**src/rtl/control_pkg.sv**
```systemverilog
// Shared definitions for the RV32I main control unit: opcodes, ALU op classes
// and the bundled control word carried from decode into execute.
package control_pkg;

    localparam int OPCODE_W = 7;
    localparam int ALU_OP_W = 3;

    typedef logic [OPCODE_W-1:0] opcode_t;
    typedef logic [ALU_OP_W-1:0] alu_op_t;

    localparam opcode_t OPCODE_R     = 7'b0110011;
    localparam opcode_t OPCODE_I     = 7'b0010011;
    localparam opcode_t OPCODE_L     = 7'b0000011;
    localparam opcode_t OPCODE_S     = 7'b0100011;
    localparam opcode_t OPCODE_B     = 7'b1100011;
    localparam opcode_t OPCODE_LUI   = 7'b0110111;
    localparam opcode_t OPCODE_AUIPC = 7'b0010111;
    localparam opcode_t OPCODE_JAL   = 7'b1101111;
    localparam opcode_t OPCODE_JALR  = 7'b1100111;

    localparam alu_op_t ALU_ADD = 3'b000;
    localparam alu_op_t ALU_BR  = 3'b001;
    localparam alu_op_t ALU_R   = 3'b010;
    localparam alu_op_t ALU_I   = 3'b011;
    localparam alu_op_t ALU_LUI = 3'b100;

    typedef struct packed {
        logic    reg_write;
        alu_op_t alu_op;
        logic    alu_src;
        logic    mem_write;
        logic    mem_read;
        logic    mem_to_reg;
        logic    branch;
        logic    jump;
        logic    illegal;
    } ctrl_t;

    // A bubble: nothing writes, nothing touches memory, nothing redirects.
    localparam ctrl_t CTRL_NOP = '0;

    localparam ctrl_t CTRL_ILLEGAL = '{
        reg_write:  1'b0,
        alu_op:     ALU_ADD,
        alu_src:    1'b0,
        mem_write:  1'b0,
        mem_read:   1'b0,
        mem_to_reg: 1'b0,
        branch:     1'b0,
        jump:       1'b0,
        illegal:    1'b1
    };

    function automatic ctrl_t make_ctrl(
        input logic    reg_write,
        input alu_op_t alu_op,
        input logic    alu_src,
        input logic    mem_write,
        input logic    mem_read,
        input logic    mem_to_reg,
        input logic    branch,
        input logic    jump
    );
        ctrl_t c;
        c.reg_write  = reg_write;
        c.alu_op     = alu_op;
        c.alu_src    = alu_src;
        c.mem_write  = mem_write;
        c.mem_read   = mem_read;
        c.mem_to_reg = mem_to_reg;
        c.branch     = branch;
        c.jump       = jump;
        c.illegal    = 1'b0;
        return c;
    endfunction

endpackage

```
**src/rtl/control_decode.sv**
```systemverilog
// Purely combinational opcode -> control word decode, including the illegal flag.
module control_decode
    import control_pkg::*;
(
    input  logic [OPCODE_W-1:0] opcode_i,
    output ctrl_t               ctrl_o
);

    always_comb begin
        // NOTE: the default assignment ahead of the case keeps this block latch-free
        // and makes any unlisted opcode (or X/Z in simulation) decode as illegal.
        ctrl_o = CTRL_ILLEGAL;
        case (opcode_i)
            //                              rw    alu_op   src   mw    mr    m2r   br    jmp
            OPCODE_R:     ctrl_o = make_ctrl(1'b1, ALU_R,   1'b0, 1'b0, 1'b0, 1'b0, 1'b0, 1'b0);
            OPCODE_I:     ctrl_o = make_ctrl(1'b1, ALU_I,   1'b1, 1'b0, 1'b0, 1'b0, 1'b0, 1'b0);
            OPCODE_L:     ctrl_o = make_ctrl(1'b1, ALU_ADD, 1'b1, 1'b0, 1'b1, 1'b1, 1'b0, 1'b0);
            OPCODE_S:     ctrl_o = make_ctrl(1'b0, ALU_ADD, 1'b1, 1'b1, 1'b0, 1'b0, 1'b0, 1'b0);
            OPCODE_B:     ctrl_o = make_ctrl(1'b0, ALU_BR,  1'b0, 1'b0, 1'b0, 1'b0, 1'b1, 1'b0);
            OPCODE_LUI:   ctrl_o = make_ctrl(1'b1, ALU_LUI, 1'b1, 1'b0, 1'b0, 1'b0, 1'b0, 1'b0);
            OPCODE_AUIPC: ctrl_o = make_ctrl(1'b1, ALU_ADD, 1'b1, 1'b0, 1'b0, 1'b0, 1'b0, 1'b0);
            OPCODE_JAL:   ctrl_o = make_ctrl(1'b1, ALU_ADD, 1'b1, 1'b0, 1'b0, 1'b0, 1'b0, 1'b1);
            OPCODE_JALR:  ctrl_o = make_ctrl(1'b1, ALU_ADD, 1'b1, 1'b0, 1'b0, 1'b0, 1'b0, 1'b1);
            default:      ctrl_o = CTRL_ILLEGAL;
        endcase
    end

endmodule

```
**src/rtl/control.sv**
```systemverilog
// RV32I main control unit: decodes the opcode and registers the control word
// toward execute, with flush (bubble) taking priority over enable (stall = hold).
module control
    import control_pkg::*;
(
    input  logic                clk_i,
    input  logic                rst_n_i,
    input  logic                en_i,
    input  logic                flush_i,
    input  logic [OPCODE_W-1:0] opcode_i,
    output logic                reg_write_o,
    output logic [ALU_OP_W-1:0] alu_op_o,
    output logic                alu_src_o,
    output logic                mem_write_o,
    output logic                mem_read_o,
    output logic                men_to_reg_o,
    output logic                branch_o,
    output logic                jump_o,
    output logic                illegal_o
);

    ctrl_t dec_ctrl;
    ctrl_t ctrl_d;
    ctrl_t ctrl_q;

    control_decode u_decode (
        .opcode_i (opcode_i),
        .ctrl_o   (dec_ctrl)
    );

    always_comb begin
        ctrl_d = ctrl_q;
        if (flush_i) begin
            ctrl_d = CTRL_NOP;
        end else if (en_i) begin
            ctrl_d = dec_ctrl;
        end
    end

    always_ff @(posedge clk_i or negedge rst_n_i) begin
        // NOTE: state is updated with non-blocking assignments so every flop
        // samples pre-edge values regardless of block evaluation order.
        if (!rst_n_i) begin
            ctrl_q <= CTRL_NOP;
        end else begin
            ctrl_q <= ctrl_d;
        end
    end

    assign reg_write_o  = ctrl_q.reg_write;
    assign alu_op_o     = ctrl_q.alu_op;
    assign alu_src_o    = ctrl_q.alu_src;
    assign mem_write_o  = ctrl_q.mem_write;
    assign mem_read_o   = ctrl_q.mem_read;
    assign men_to_reg_o = ctrl_q.mem_to_reg;
    assign branch_o     = ctrl_q.branch;
    assign jump_o       = ctrl_q.jump;
    assign illegal_o    = ctrl_q.illegal;

endmodule

```
**config.mk**
```make
export PLATFORM = sky130hd
export DESIGN_NAME = control
export DESIGN_NICKNAME = d
export VERILOG_FILES = /design/src/rtl/control_pkg.sv /design/src/rtl/control_decode.sv /design/src/rtl/control.sv
export SDC_FILE = /design/constraint.sdc
export NUM_CORES = 1
export LEC_CHECK = 0
export CAP_MARGIN = 5
export CORE_ASPECT_RATIO = 0.7
export CORE_UTILIZATION = 25
export CTS_BUF_LIST = sky130_fd_sc_hd__clkbuf_8 sky130_fd_sc_hd__clkbuf_16
export CTS_CLUSTER_DIAMETER = 40
export DETAILED_ROUTE_END_ITERATION = 7
export GPL_TIMING_DRIVEN = 0
export SLEW_MARGIN = 20
export SYNTH_ARGS = -nofsm -noshare
export SYNTH_HDL_FRONTEND = slang
export SYNTH_SLANG_ARGS = --single-unit
```
**constraint.sdc**
```tcl
create_clock -name clk_i -period 1.2 [get_ports clk_i]
set_clock_uncertainty 0.05 [all_clocks]
set_input_delay 0.36 -clock clk_i [delete_from_list [all_inputs] [get_ports clk_i]]
set_output_delay 0.36 -clock clk_i [all_outputs]
set_load 0.01 [all_outputs]
```
==> results of run 1 <==
[state kept, by name (all words and copies together) (netlist names)]
signal       cells
alu_op_o         3
alu_src_o        1
branch_o         1
illegal_o        1
jump_o           1
mem_read_o       1
mem_write_o      1
reg_write_o      1
[cell usage in the layout (no fill, tap or decap), types with 3 or more instances in the layout]
cell type  count
dfrtp_1       10
buf_2         10
nand2_1        9
buf_6          7
buf_4          5
nor2_1         4
clkbuf_8       4
buf_8          3
nand3_1        3
[worst paths after layout]
path                               end  slack, ns  cells past startpoint
setup / recovery           mem_write_o      -0.07                      4
hold / removal                  jump_o       0.22                      2
setup reg to reg             alu_src_o       0.42                      2
hold reg to reg              illegal_o       0.43                      2
max in group asynchronous     branch_o       0.39                      1
min in group asynchronous    alu_src_o       0.39                      1
[logic make-up (layout without fill, tap and decap cells)]
family / count (synthesis) / in the layout
AOI/OAI and AO/OA: 14 / 14
DFF: 10 / 10
buffers and inverters: 6 / 34
and+or+nand+nor: 32 / 32
[power groups by stage]
stage / clock, mW / combinational (mW) / sequential [mW]
2_1_floorplan: 0 / 0.0654 / 0.357
3_3_place_gp: 0 / 0.130 / 0.354
3_5_place_dp: 0 / 0.131 / 0.354
4_1_cts: 0.428 / 0.139 / 0.348
5_1_grt: 0.455 / 0.180 / 0.349
6_report: 0.425 / 0.167 / 0.348
[synth_stat cells]
cell type	number
or3b_1	1
o21a_1	1
a2111oi_1	1
or4_4	1
a221oi_1	1
nor3b_1	1
nand3_1	3
o21ai_1	3
buf_4	1
o41ai_2	1
or3_1	1
or4_1	1
a21oi_1	3
o211ai_1	1
buf_2	2
inv_1	1
and2_1	1
nand2b_1	3
nor2_1	4
nand4_1	2
and3b_1	1
nor4bb_1	1
a311oi_1	2
o31ai_1	1
nor3_1	1
buf_6	1
nand3b_1	1
clkbuf_1	1
dfrtp_1	10
nand2_1	10
[timing repair]
action,CTS,global route
pin swaps,4,4
setup endpoints to repair,21,7
hold buffers,0,0
resized for setup,81,12
buffers inserted,4,3
[metal layers]
layer	vias up	GRT usage, %	share of wire (%)	wire [um]
met3	2	3.738	5.1	78
met1	289	19.84	51	777
met5	-	0	0	0
met4	0	4.286	1.3	20
met2	21	18.64	42	643
li1	286	-	-	-
[area by class of cell]
| cell class | instances | area (um^2) | share of cell area [%] |
|---|---|---|---|
| Buffer | 5 | 68.82 | 7.106 |
| Clock buffer | 4 | 55.05 | 5.685 |
| Inverter | 1 | 3.754 | 0.3876 |
| Multi-Input combinational cell | 46 | 350.3 | 36.18 |
| Sequential cell | 10 | 250.2 | 25.84 |
| Tap cell | 32 | 40.04 | 4.134 |
| Timing Repair Buffer | 24 | 200.2 | 20.67 |
[metrics by stage]
step,TNS (ns),setup slack (ns),utilization (%)
3_5_place_dp,-7.406,-0.7811,37.69
5_1_grt,-0.2299,-0.09754,44.95
6_report,-0.1366,-0.06505,44.95
2_1_floorplan,-0.7307,-0.2444,-
4_1_cts,-0.2141,-0.09214,40.65
3_3_place_gp,-7.300,-0.7764,37.69
==> results.json, run 1 <==
{
  "vias": 598,
  "ys_warn_count": 0,
  "synth.mux.area_fraction_pct": 0,
  "synth-compound-area-share_pct": 18.46,
  "syn-num-nets": 73,
  "synth_area_leaders": "dfrtp_1 (44%), nand2_1 (6.6%), nand2b_1 (3.3%), a311oi_1 (3.1%), o41ai_2 (2.9%)",
  "critPathBufInv": 1,
  "area_growth_pct": 70.11,
  "path_cells": "buf_8, or3_4, or4_4, a21oi_2",
  "boundaryPins": 22,
  "grt_pass1_vias": 540,
  "ys_seq_elements": 10,
  "p_int_mw": 0.7210,
  "synthAdderAreaFrac_pct": 0,
  "p_leak_nw": 0.4371,
  "synth_top_cell_by_area": "dfrtp_1",
  "gp_congestion": 0.7535,
  "max_cap_viol_count": 0,
  "synth_top_area_share_pct": 43.96,
  "core_area_um2": 2155,
  "drt_wl_total_um": 1520,
  "routedWlPerCell_um": 12.46,
  "netlist_area_um2": 569.3,
  "status": "finished, violations left",
  "syn_inst": 62,
  "synth_xor_area_share_pct": 0,
  "num-fill-cells": 221,
  "diodes": 0,
  "fin_crit_sh_pct": 105.4,
  "r2r_start": "alu_src_o",
  "rows": 14,
  "crit_path_end_kind": "register",
  "crit_path_start": "opcode_i[3]",
  "cp_max_fo": 4,
  "worst_slew_pin_slew_ns": 0.4624,
  "fp.dieArea_um2": 2475,
  "port_buffers": 17,
  "violations": "setup timing",
  "postRouteAntennaNets": 0,
  "clkLatencyLatePin_ns": 0.23,
  "first_pass_iters": 4,
  "cts-root-buf": "clkbuf_8",
  "synth_area_per_cell_um2": 9.182,
  "final_area_um2": 968.4,
  "critPathKind": "in2reg",
  "min-delay-start": "flush_i",
  "power.density_nw_per_um2": 970.6,
  "net-switching-power_mw": 0.2189,
  "hold_slack_ns": 0.2171,
  "worstPathArrival_ns": 1.38,
  "max_freq_ghz": 0.7905,
  "power_frac_seq_pct": 37.1,
  "rsz0062_at_grt": "true",
  "cts_tree": "done",
  "crit_family": "simple AND/OR/NAND/NOR gates",
  "p_comb_share_pct": 17.7,
  "grt_pass1_wl_um": 2504,
  "grt_max_degree": 11,
  "required_ns": 1.32,
  "place_inst": 111,
  "htreeDepth": 1,
  "antenna_found_initial": 0,
  "numCtsBuffers": 3,
  "clk_pin_slew_worst_paths_ns": 0.05,
  "power_mw": 0.9399,
  "clk_path_buf_depth": 2,
  "drc_errors": 0,
  "stdcell_count": 122,
  "irDropWorstVdd_v": 0.0004435,
  "fin_nets": 102,
  "grt_overflow": 0,
  "dpl_cell_area_um2": 812.0,
  "yosys.area_share.simple_pct": 31.21,
  "setup_viol": 3,
  "hp-class": "in2reg",
  "seq_area_frac_synth_pct": 43.96,
  "cts_sinks": 10,
  "place_hpwl_um": 1028,
  "start_util_pct": 26.42,
  "max_stage_delay_ns": 0.42,
  "ys_types": 30,
  "p_sw_share_pct": 23.29,
  "layout-drive-gt1-share_pct": 48.89,
  "die-width_um": 59.04,
  "crit_slowest_cell": "or4_4",
  "start_kind": "primary input",
  "hold_viol": 0,
  "die_h_um": 41.93,
  "power.share.clock_pct": 45.2,
  "fin_crit_ns": 1.265,
  "slew_headroom_pct": 69.08,
  "synth_top_family_by_area": "simple AND/OR/NAND/NOR gates",
  "setup_slack_ns": -0.06505,
  "routed_via_density": 4.902,
  "drtIter0Drc": 19,
  "slew_viol_final": 0,
  "track_usage_pct": 13.43
}
Note: power is estimated with default switching activity, not from simulation.
==> run 2: changes to the inputs <==
--- a/config.mk
+++ b/config.mk
@@ -15,4 +15,5 @@
 export SLEW_MARGIN = 20
 export SYNTH_ARGS = -nofsm -noshare
 export SYNTH_HDL_FRONTEND = slang
+export SYNTH_HIERARCHICAL = 1
 export SYNTH_SLANG_ARGS = --single-unit
==> results.json, run 2 <==
{
  "fp.dieArea_um2": 2616,
  "routed_via_density": 4.613,
  "drtIter0Drc": 8,
  "netlist_area_um2": 603.1,
  "synth_area_per_cell_um2": 9.887,
  "area_growth_pct": 53.32,
  "hold_viol": 0,
  "ys_types": 22,
  "max_cap_viol_count": 0,
  "synth_top_family_by_area": "simple AND/OR/NAND/NOR gates",
  "syn-num-nets": 72,
  "max_freq_ghz": 0.7578,
  "stdcell_count": 124,
  "async_reset_ff_share_pct": 100.0,
  "power_mw": 0.8901,
  "grt_max_degree": 12,
  "die_h_um": 43.10,
  "drc_errors": 0,
  "ys_seq_elements": 11,
  "slew_viol_final": 0,
  "cp_max_fo": 8,
  "place_inst": 114,
  "clk_path_buf_depth": 2,
  "vias": 572,
  "port_buffers": 21,
  "hp-class": "in2async",
  "setup_slack_ns": -0.1196,
  "first_pass_iters": 4,
  "worstPathArrival_ns": 1.44,
  "drt_wl_total_um": 1525,
  "worst_slew_pin_slew_ns": 0.5085,
  "irDropWorstVdd_v": 0.0007295,
  "crit_path_end_kind": "register",
  "layout-drive-gt1-share_pct": 40.22,
  "fin_crit_sh_pct": 110.0,
  "power.density_nw_per_um2": 962.7,
  "hold_slack_ns": 0.4110,
  "synth_top_area_share_pct": 45.64,
  "num-fill-cells": 242,
  "seq_area_frac_synth_pct": 45.64,
  "gp_congestion": 0.7389,
  "synthAdderAreaFrac_pct": 0,
  "setup_viol": 5,
  "largest_reg_flops": 3,
  "antenna_found_initial": 0,
  "fin_nets": 104,
  "start_util_pct": 27.32,
  "clk_pin_slew_worst_paths_ns": 0.05,
  "critPathKind": "in2reg",
  "start_kind": "primary input",
  "grt_pass1_vias": 491,
  "synth_ff_type": "dfrtp_1",
  "numCtsBuffers": 3,
  "track_usage_pct": 13.34,
  "htreeDepth": 1,
  "yosys.area_share.simple_pct": 25.31,
  "synth-compound-area-share_pct": 6.432,
  "required_ns": 1.32,
  "p_leak_nw": 0.4684,
  "rows": 14,
  "synth.mux.area_fraction_pct": 18.26,
  "clkLatencyLatePin_ns": 0.24,
  "ys_top_cells_by_count": "nor2_1 (15), dfrtp_1 (11), mux2i_1 (11)",
  "synth_edf_count": 0,
  "cts-root-buf": "clkbuf_8",
  "diodes": 0,
  "postRouteAntennaNets": 0,
  "synthMostInstantiatedCell": "nor2_1",
  "synth_area_leaders": "dfrtp_1 (46%), mux2i_1 (18%), nor2_1 (9.3%), nand3b_1 (3.7%), a2111oi_2 (2.5%)",
  "fin_crit_ns": 1.320,
  "routedWlPerCell_um": 12.30,
  "cts_hold_buf": 0,
  "grt_pass1_wl_um": 2428,
  "cts_tree": "done",
  "final_cell_mix": "nor2_1 (15), buf_2 (14), mux2i_1 (11), dfrtp_1 (11), buf_4 (6)",
  "grt_overflow": 0,
  "cts_sinks": 11,
  "core_area_um2": 2207,
  "violations": "setup timing",
  "ys_warn_count": 6,
  "rsz0062_at_grt": "true",
  "place_hpwl_um": 958.8,
  "synth_xor_area_share_pct": 0,
  "syn_inst": 61,
  "final_common_cell": "nor2_1",
  "slew_headroom_pct": 65.99,
  "synth_top_cell_by_area": "dfrtp_1",
  "die-width_um": 60.71,
  "status": "finished, violations left",
  "boundaryPins": 22,
  "pre_cts_ws_ns": -0.8778
}
run 2: changes by cell type in the layout (fill, tap and decap cells not counted), moves of 3 or more:
| cell | previous run | this run |
|---|---|---|
| mux2i_1 | 0 | 11 |
| nor2_1 | 4 | 15 |
| nand2_1 | 9 | 0 |
| buf_2 | 10 | 14 |
| buf_6 | 7 | 4 |
run 2: timing repair:
action	4_1_cts	5_1_grt
gates resized for setup	87	4
setup endpoints to repair	22	8
cloned	1	0
setup buffers	1	4
pin swaps	3	4
run 2: worst paths after layout:
kind,slack [ns],startpoint,endpoint,cells after the start
max,-0.12,opcode_i[2],mem_read_o,6
min,0.41,rst_n_i,alu_src_o,1
max reg2reg,0.36,branch_o,branch_o,3
min reg2reg,0.46,alu_op_o[1],alu_op_o[1],2
max in group asynchronous,0.35,rst_n_i,alu_op_o[1],1
min in group clk_i,0.42,opcode_i[1],illegal_o,4
run 2: final cells by class:
type	instances	area, um^2	share of cell area [%]
multi-input cells	46	331.6	35.86
flip-flops and latches	11	275.3	29.77
repair buffers	27	205.2	22.19
clock buffers	3	41.29	4.465
well taps	32	40.04	4.330
plain buffers	3	23.77	2.571
clock inverters	1	3.754	0.4060
inverters	1	3.754	0.4060
run 2: per-stage QoR:
| step | TNS, ns | util, % | instance area (um^2) |
|---|---|---|---|
| 6_report | -0.3478 | 41.89 | 924.6 |
| 5_1_grt | -0.6011 | 41.89 | 924.6 |
| 4_1_cts | -0.4669 | 39.63 | 874.6 |
| 3_5_place_dp | -8.179 | 39.17 | 864.6 |
| 3_3_place_gp | -8.180 | 39.17 | 864.6 |
| 2_1_floorplan | -0.6108 | - | 614.3 |
run 2: kinds of logic (layout without fill, tap and decap cells):
kind of cell	count (synthesis)	after routing
compound gates	5	5
buf+inv	4	35
flops	11	11
mux	11	11
simple gates	30	30
run 2: worst max-delay path, cell delays in order:
cell and delay (ns):
buf_12 0.11, or4_4 0.56, nor3_4 0.14, buf_4 0.13, mux2i_1 0.05, nor2_1 0.08
run 2: power by group:
part	switching, mW	internal, mW	leakage (nW)	total (mW)
clock network	0.142	0.225	0.0269	0.367
logic	0.0727	0.0726	0.289	0.145
registers	0.00211	0.376	0.152	0.378
run 2: per-layer routing:
metal / up-vias / part of all wire [%] / global-route usage (%)
met5: - / 0 / 0
met4: 0 / 0 / 5.455
met3: 0 / 9.1 / 6.402
met2: 15 / 41 / 17.14
met1: 277 / 50 / 18.71
li1: 280 / - / -
